--- src/rtl/rv32_pkg.sv ---
// Shared defaults and types for the RV32I integer register file.
package rv32_pkg;

  localparam int unsigned XLEN_DEFAULT  = 32;
  localparam int unsigned NREGS_DEFAULT = 32;

  typedef logic [4:0] reg_addr_t;

  typedef enum logic {S_INIT, S_READY} rf_state_e;

endpackage

--- src/rtl/rf_scoreboard.sv ---
// Per-register busy bits: flush beats issue, issue beats writeback; x0 is never busy.
module rf_scoreboard
  import rv32_pkg::*;
#(
  parameter  int unsigned NREGS  = NREGS_DEFAULT,
  parameter  int unsigned NRD    = 2,
  parameter  int unsigned NWR    = 1,
  parameter  int unsigned BYPASS = 1,
  localparam int unsigned AW     = $clog2(NREGS)
) (
  input  logic              clk,
  input  logic              rst_n,
  input  logic              active,
  input  logic              flush,
  input  logic              iss_valid,
  input  logic [AW-1:0]     iss_rd,
  input  logic [NWR-1:0]    wr_en,
  input  logic [NWR*AW-1:0] wr_addr,
  input  logic [NRD*AW-1:0] rs_addr,
  output logic [NRD-1:0]    rs_busy
);

  logic [NREGS-1:0] busy_q, busy_d;
  logic [NREGS-1:0] wr_hit;

  always_comb begin
    wr_hit = '0;
    for (int j = 0; j < int'(NWR); j++) begin
      if (wr_en[j]) wr_hit[wr_addr[j*AW +: AW]] = 1'b1;
    end
  end

  always_comb begin
    busy_d = busy_q;
    if (active) begin
      if (flush) begin
        busy_d = '0;
      end else begin
        for (int r = 1; r < int'(NREGS); r++) begin
          if (iss_valid && iss_rd == AW'(r)) busy_d[r] = 1'b1;
          else if (wr_hit[r])                busy_d[r] = 1'b0;
        end
      end
    end
    busy_d[0] = 1'b0;
  end

  always_ff @(posedge clk or negedge rst_n) begin
    if (!rst_n) busy_q <= '0;
    else        busy_q <= busy_d;
  end

  // With bypass, a register being written this cycle is forwarded and so is usable.
  always_comb begin
    rs_busy = '0;
    for (int i = 0; i < int'(NRD); i++) begin
      rs_busy[i] = active && busy_q[rs_addr[i*AW +: AW]] &&
                   !((BYPASS != 0) && wr_hit[rs_addr[i*AW +: AW]]);
    end
  end

endmodule

--- src/rtl/regfile_scoreboard.sv ---
// Pipelined RV32I register file: async reads, sync writes with optional bypass,
// post-reset zeroing sweep and a busy scoreboard for hazard detection.
module regfile_scoreboard
  import rv32_pkg::*;
#(
  parameter  int unsigned XLEN   = XLEN_DEFAULT,
  parameter  int unsigned NREGS  = NREGS_DEFAULT,
  parameter  int unsigned NRD    = 2,
  parameter  int unsigned NWR    = 1,
  parameter  int unsigned BYPASS = 1,
  localparam int unsigned AW     = $clog2(NREGS)
) (
  input  logic                clk,
  input  logic                rst_n,
  input  logic [NRD*AW-1:0]   rs_addr,
  output logic [NRD*XLEN-1:0] rs_data,
  output logic [NRD-1:0]      rs_busy,
  input  logic [NWR-1:0]      wr_en,
  input  logic [NWR*AW-1:0]   wr_addr,
  input  logic [NWR*XLEN-1:0] wr_data,
  input  logic                iss_valid,
  input  logic [AW-1:0]       iss_rd,
  output logic                iss_ready,
  input  logic                flush,
  output logic                init_done
);

  rf_state_e       state_q;
  logic [AW-1:0]   idx_q;
  logic            init_done_q;
  logic            active;
  logic [XLEN-1:0] mem_q [NREGS];

  always_ff @(posedge clk or negedge rst_n) begin
    if (!rst_n) begin
      state_q     <= S_INIT;
      idx_q       <= '0;
      init_done_q <= 1'b0;
    end else begin
      case (state_q)
        S_INIT: begin
          idx_q <= idx_q + AW'(1);
          if (idx_q == AW'(NREGS - 1)) begin
            state_q     <= S_READY;
            init_done_q <= 1'b1;
          end
        end
        S_READY: ;
        default: state_q <= S_INIT;
      endcase
    end
  end

  assign active    = (state_q == S_READY);
  assign init_done = init_done_q;
  assign iss_ready = init_done_q;

  // No reset on storage; the sweep zeroes it. Later ports override earlier ones.
  always_ff @(posedge clk) begin
    if (!active) begin
      mem_q[idx_q] <= '0;
    end else begin
      for (int j = 0; j < int'(NWR); j++) begin
        if (wr_en[j] && wr_addr[j*AW +: AW] != '0) begin
          mem_q[wr_addr[j*AW +: AW]] <= wr_data[j*XLEN +: XLEN];
        end
      end
    end
    mem_q[0] <= '0;
  end

  always_comb begin
    rs_data = '0;
    for (int i = 0; i < int'(NRD); i++) begin
      if (active && rs_addr[i*AW +: AW] != '0) begin
        rs_data[i*XLEN +: XLEN] = mem_q[rs_addr[i*AW +: AW]];
        if (BYPASS != 0) begin
          for (int j = 0; j < int'(NWR); j++) begin
            if (wr_en[j] && wr_addr[j*AW +: AW] == rs_addr[i*AW +: AW]) begin
              rs_data[i*XLEN +: XLEN] = wr_data[j*XLEN +: XLEN];
            end
          end
        end
      end
    end
  end

  rf_scoreboard #(
    .NREGS (NREGS),
    .NRD   (NRD),
    .NWR   (NWR),
    .BYPASS(BYPASS)
  ) u_scoreboard (
    .clk      (clk),
    .rst_n    (rst_n),
    .active   (active),
    .flush    (flush),
    .iss_valid(iss_valid),
    .iss_rd   (iss_rd),
    .wr_en    (wr_en),
    .wr_addr  (wr_addr),
    .rs_addr  (rs_addr),
    .rs_busy  (rs_busy)
  );

endmodule

--- config.mk ---
export PLATFORM = sky130hd
export DESIGN_NAME = regfile_scoreboard
export DESIGN_NICKNAME = d
export VERILOG_FILES = /design/src/rtl/rv32_pkg.sv /design/src/rtl/rf_scoreboard.sv /design/src/rtl/regfile_scoreboard.sv
export SDC_FILE = /design/constraint.sdc
export NUM_CORES = 1
export LEC_CHECK = 0
export CAP_MARGIN = 40
export CORE_MARGIN = 5
export CORE_UTILIZATION = 67
export CTS_CLUSTER_DIAMETER = 30
export DETAILED_ROUTE_END_ITERATION = 7
export PLACE_DENSITY_LB_ADDON = 0.05
export SKIP_LAST_GASP = 1
export SLEW_MARGIN = 10
export SYNTH_ARGS = -nofsm -noshare
export SYNTH_HDL_FRONTEND = slang
export SYNTH_SLANG_ARGS = --single-unit
--- constraint.sdc ---
create_clock -name clk -period 8.54 [get_ports clk]
set_input_delay 1.708 -clock clk [delete_from_list [all_inputs] [get_ports clk]]
set_output_delay 1.708 -clock clk [all_outputs]
set_load 0.05 [all_outputs]
==> flow_metrics.tcl <==
set metrics [dict create \
    status "finished, violations left" \
    violations "DRC" \
    dr.first_iter.drc_count 5494 \
    grt_max_degree 111 \
    synthArstFlopShare_pct 3.69 \
    cp_top_family "buffers and inverters" \
    drive_above_1_share_pct 33.7 \
    syn_to_final_growth_pct 19.1 \
    vias 32900 \
    root_buffer "clkbuf_16" \
    tritoncts "yes" \
    routed_via_density 8.05 \
    cts_inserted_buffers 180 \
    route.detailed.drc 8 \
    synth_cells 2768 \
    avgSynthCellArea_um2 17.9 \
    first_pass_iters 8 \
    maxClockFrequency_mhz 136 \
    synth.distinct_cells 62 \
    place_hpwl_um 96300 \
    period_share_pct 86.1 \
    fp.dieH_um 282 \
    hp-class "reg2reg" \
    slowest_stage "nor3_1" \
    antenna_found_initial 5 \
    placed_area_mm2 0.0525 \
    start_util_pct 67.7 \
    peakVddDrop_uv 253 \
    gp_congestion 0.917 \
    critPathMaxStageDelay_ps 750 \
    ys_warn_count 0 \
    grt_pass1_vias 33300 \
    groute.usage.overall_pct 41.5 \
    synth_top_area_share_pct 60.2 \
    portBuffers 124 \
    tns_ps 0 \
    fill_cells 3539 \
    fin_nets 3028 \
    synth_ff_type "edfxtp_1" \
    cts_max_path_buffers 3 \
    coreArea_mm2 0.0731 \
    routed_wirelength_um 165000 \
    ys_seq_area_share_pct 62.1 \
    finalHoldViolations 0 \
    powerDensity_mw_per_mm2 238 \
    synth_commonest_cells "992 x edfxtp_1, 446 x mux4_2, 150 x nand2_1" \
    crit_arrival_ps 5640 \
    cp_num_buf_inv 3 \
    drv_cap 0 \
    dieArea_mm2 0.0794 \
    cts_resized 0 \
    worstPathRequired_ps 6830 \
    row_count 99 \
    cts_max_level 4 \
    path_cells "buf_8 -> buf_4 -> mux4_2 -> a22oi_1 -> o21ai_0 -> nor3_1 -> a21oi_1 -> clkdlybuf4s50_1" \
    whs_ps 531 \
    chipWidth_um 282 \
    final_max_slew_viol_count 0 \
    clk_latency_ps 760 \
    grt_first_pass_wirelength_um 234000 \
    startpoint_type "input port" \
    wire_per_inst_um 40.3 \
    relSlewSlack_pct 30.7 \
    ant_nets 0 \
    io_pins 125 \
    total_power_mw 14.0 \
    syn_area_mm2 0.0495 \
    synth_edf_count 992 \
    criticalPathCategory "in2out" \
    grt_overflow 0 \
    setup_viol 0 \
    synth.most_common_cell "edfxtp_1" \
    fin_area_mm2 0.0590 \
    cts_setup_buffers 0 \
    endpoint_kind "primary output" \
    rsz0062_at_grt "false" \
    critPathMaxFanout 50 \
    ctsHoldBuffers 0 \
    p_leak_nw 21.2 \
    synth_area_leader_cell "edfxtp_1" \
    ys_ff_latch 1030 \
    min_period_ps 7350 \
    synth_nets 2827 \
    path_clk_slew_ps 50 \
    finClkSkew_ps 23.3 \
    synth.area.top_cells "edfxtp_1 60%, mux4_2 20%, mux2_2 2.3%" \
    tightest_slew_ps 1040 \
    clock_sinks 1030 \
]
## state kept, by name (all words and copies together) (netlist names)
signal,cells
active,1
mem_q,992
u_scoreboard.busy_q,31
idx_q,5
init_done,1
## worst paths after layout
path                                    startpoint                      end  slack (ps)  depth (start not counted)
min in group asynchronous                    rst_n   u_scoreboard.busy_q[3]        1080                          1
setup reg to reg                            active            mem_q[13][20]        4080                          5
max in group asynchronous                    rst_n   u_scoreboard.busy_q[5]        6910                          1
setup / recovery                        rs_addr[0]              rs_data[29]        1190                          8
hold / removal             u_scoreboard.busy_q[24]  u_scoreboard.busy_q[24]         530                          2
hold reg to reg            u_scoreboard.busy_q[24]  u_scoreboard.busy_q[24]         530                          2
## cells by family after synthesis
family          count (synthesis)  synth area share [%]
xor+xnor                       13                 0.230
compound gates                447                  6.54
fa+ha+maj                       2                0.0505
mux                           613                  24.5
buf+inv                       246                  2.49
simple gates                  417                  4.07
flops                        1030                  62.1
## power by group
| group | switching (mW) | total (mW) | internal [mW] | leakage, nW |
|---|---|---|---|---|
| clock network | 2.58 | 7.34 | 4.76 | 3.01 |
| logic | 0.741 | 1.14 | 0.395 | 7.38 |
| registers | 0.00363 | 5.57 | 5.56 | 10.8 |
## layout make-up
cell class                      instances  area [µm²]  share of cell area (%)
Multi-Input combinational cell       1492       17900                    30.3
Sequential cell                      1030       30700                    52.1
Clock buffer                          206        4650                    7.90
Clock inverter                        130        1600                    2.71
Inverter                                4        15.0                  0.0255
Antenna cell                            3        7.51                  0.0127
Timing Repair Buffer                  261        2880                    4.88
Tap cell                              959        1200                    2.04
## through the flow
step                      instances  utilization, %  worst slack, ps
after floorplan                2768               -             2640
after global routing           4082            80.7             1150
after CTS                      4066            80.3             1420
after detailed placement       3730            71.8             1450
final                          4085            80.7             1190
after global placement         3695            70.9             1490
## routing by layer
| metal | part of all wire, % | track usage (%) |
|---|---|---|
| met5 | 0.016 | 0 |
| met2 | 45 | 60.8 |
| met1 | 31 | 53.1 |
| met3 | 17 | 17.5 |
| met4 | 7.2 | 23.8 |
## cells in the final DEF (no fill, tap or decap), types with 8 or more instances in the layout
master / n
nor2_4: 32
buf_8: 27
inv_6: 11
nand4_1: 8
nor2b_1: 35
and2_1: 34
a22oi_1: 44
a221oi_1: 50
a221o_1: 60
buf_16: 8
mux4_2: 446
mux4_1: 18
a21oi_1: 73
nor3_1: 46
a32oi_1: 21
dfrtp_1: 38
nor2_1: 49
o21ai_0: 108
mux2_2: 102
buf_12: 23
nor3b_1: 8
nand3_1: 18
a22o_1: 10
xor2_1: 8
clkbuf_1: 23
o211a_1: 28
bufinv_16: 27
clkbuf_16: 182
clkinv_1: 21
o31ai_1: 16
mux2i_1: 47
nand2_1: 150
clkinvlp_4: 17
buf_4: 92
clkinv_2: 30
clkinv_4: 12
clkdlybuf4s50_1: 103
edfxtp_1: 992
## worst register-to-register path, stage by stage (launching register included)
cell,delay (ps)
dfrtp_1,870
o311a_2,790
buf_4,560
a21oi_1,400
nor2_4,830
buf_4,610
Power figures use the tool's default switching activity.
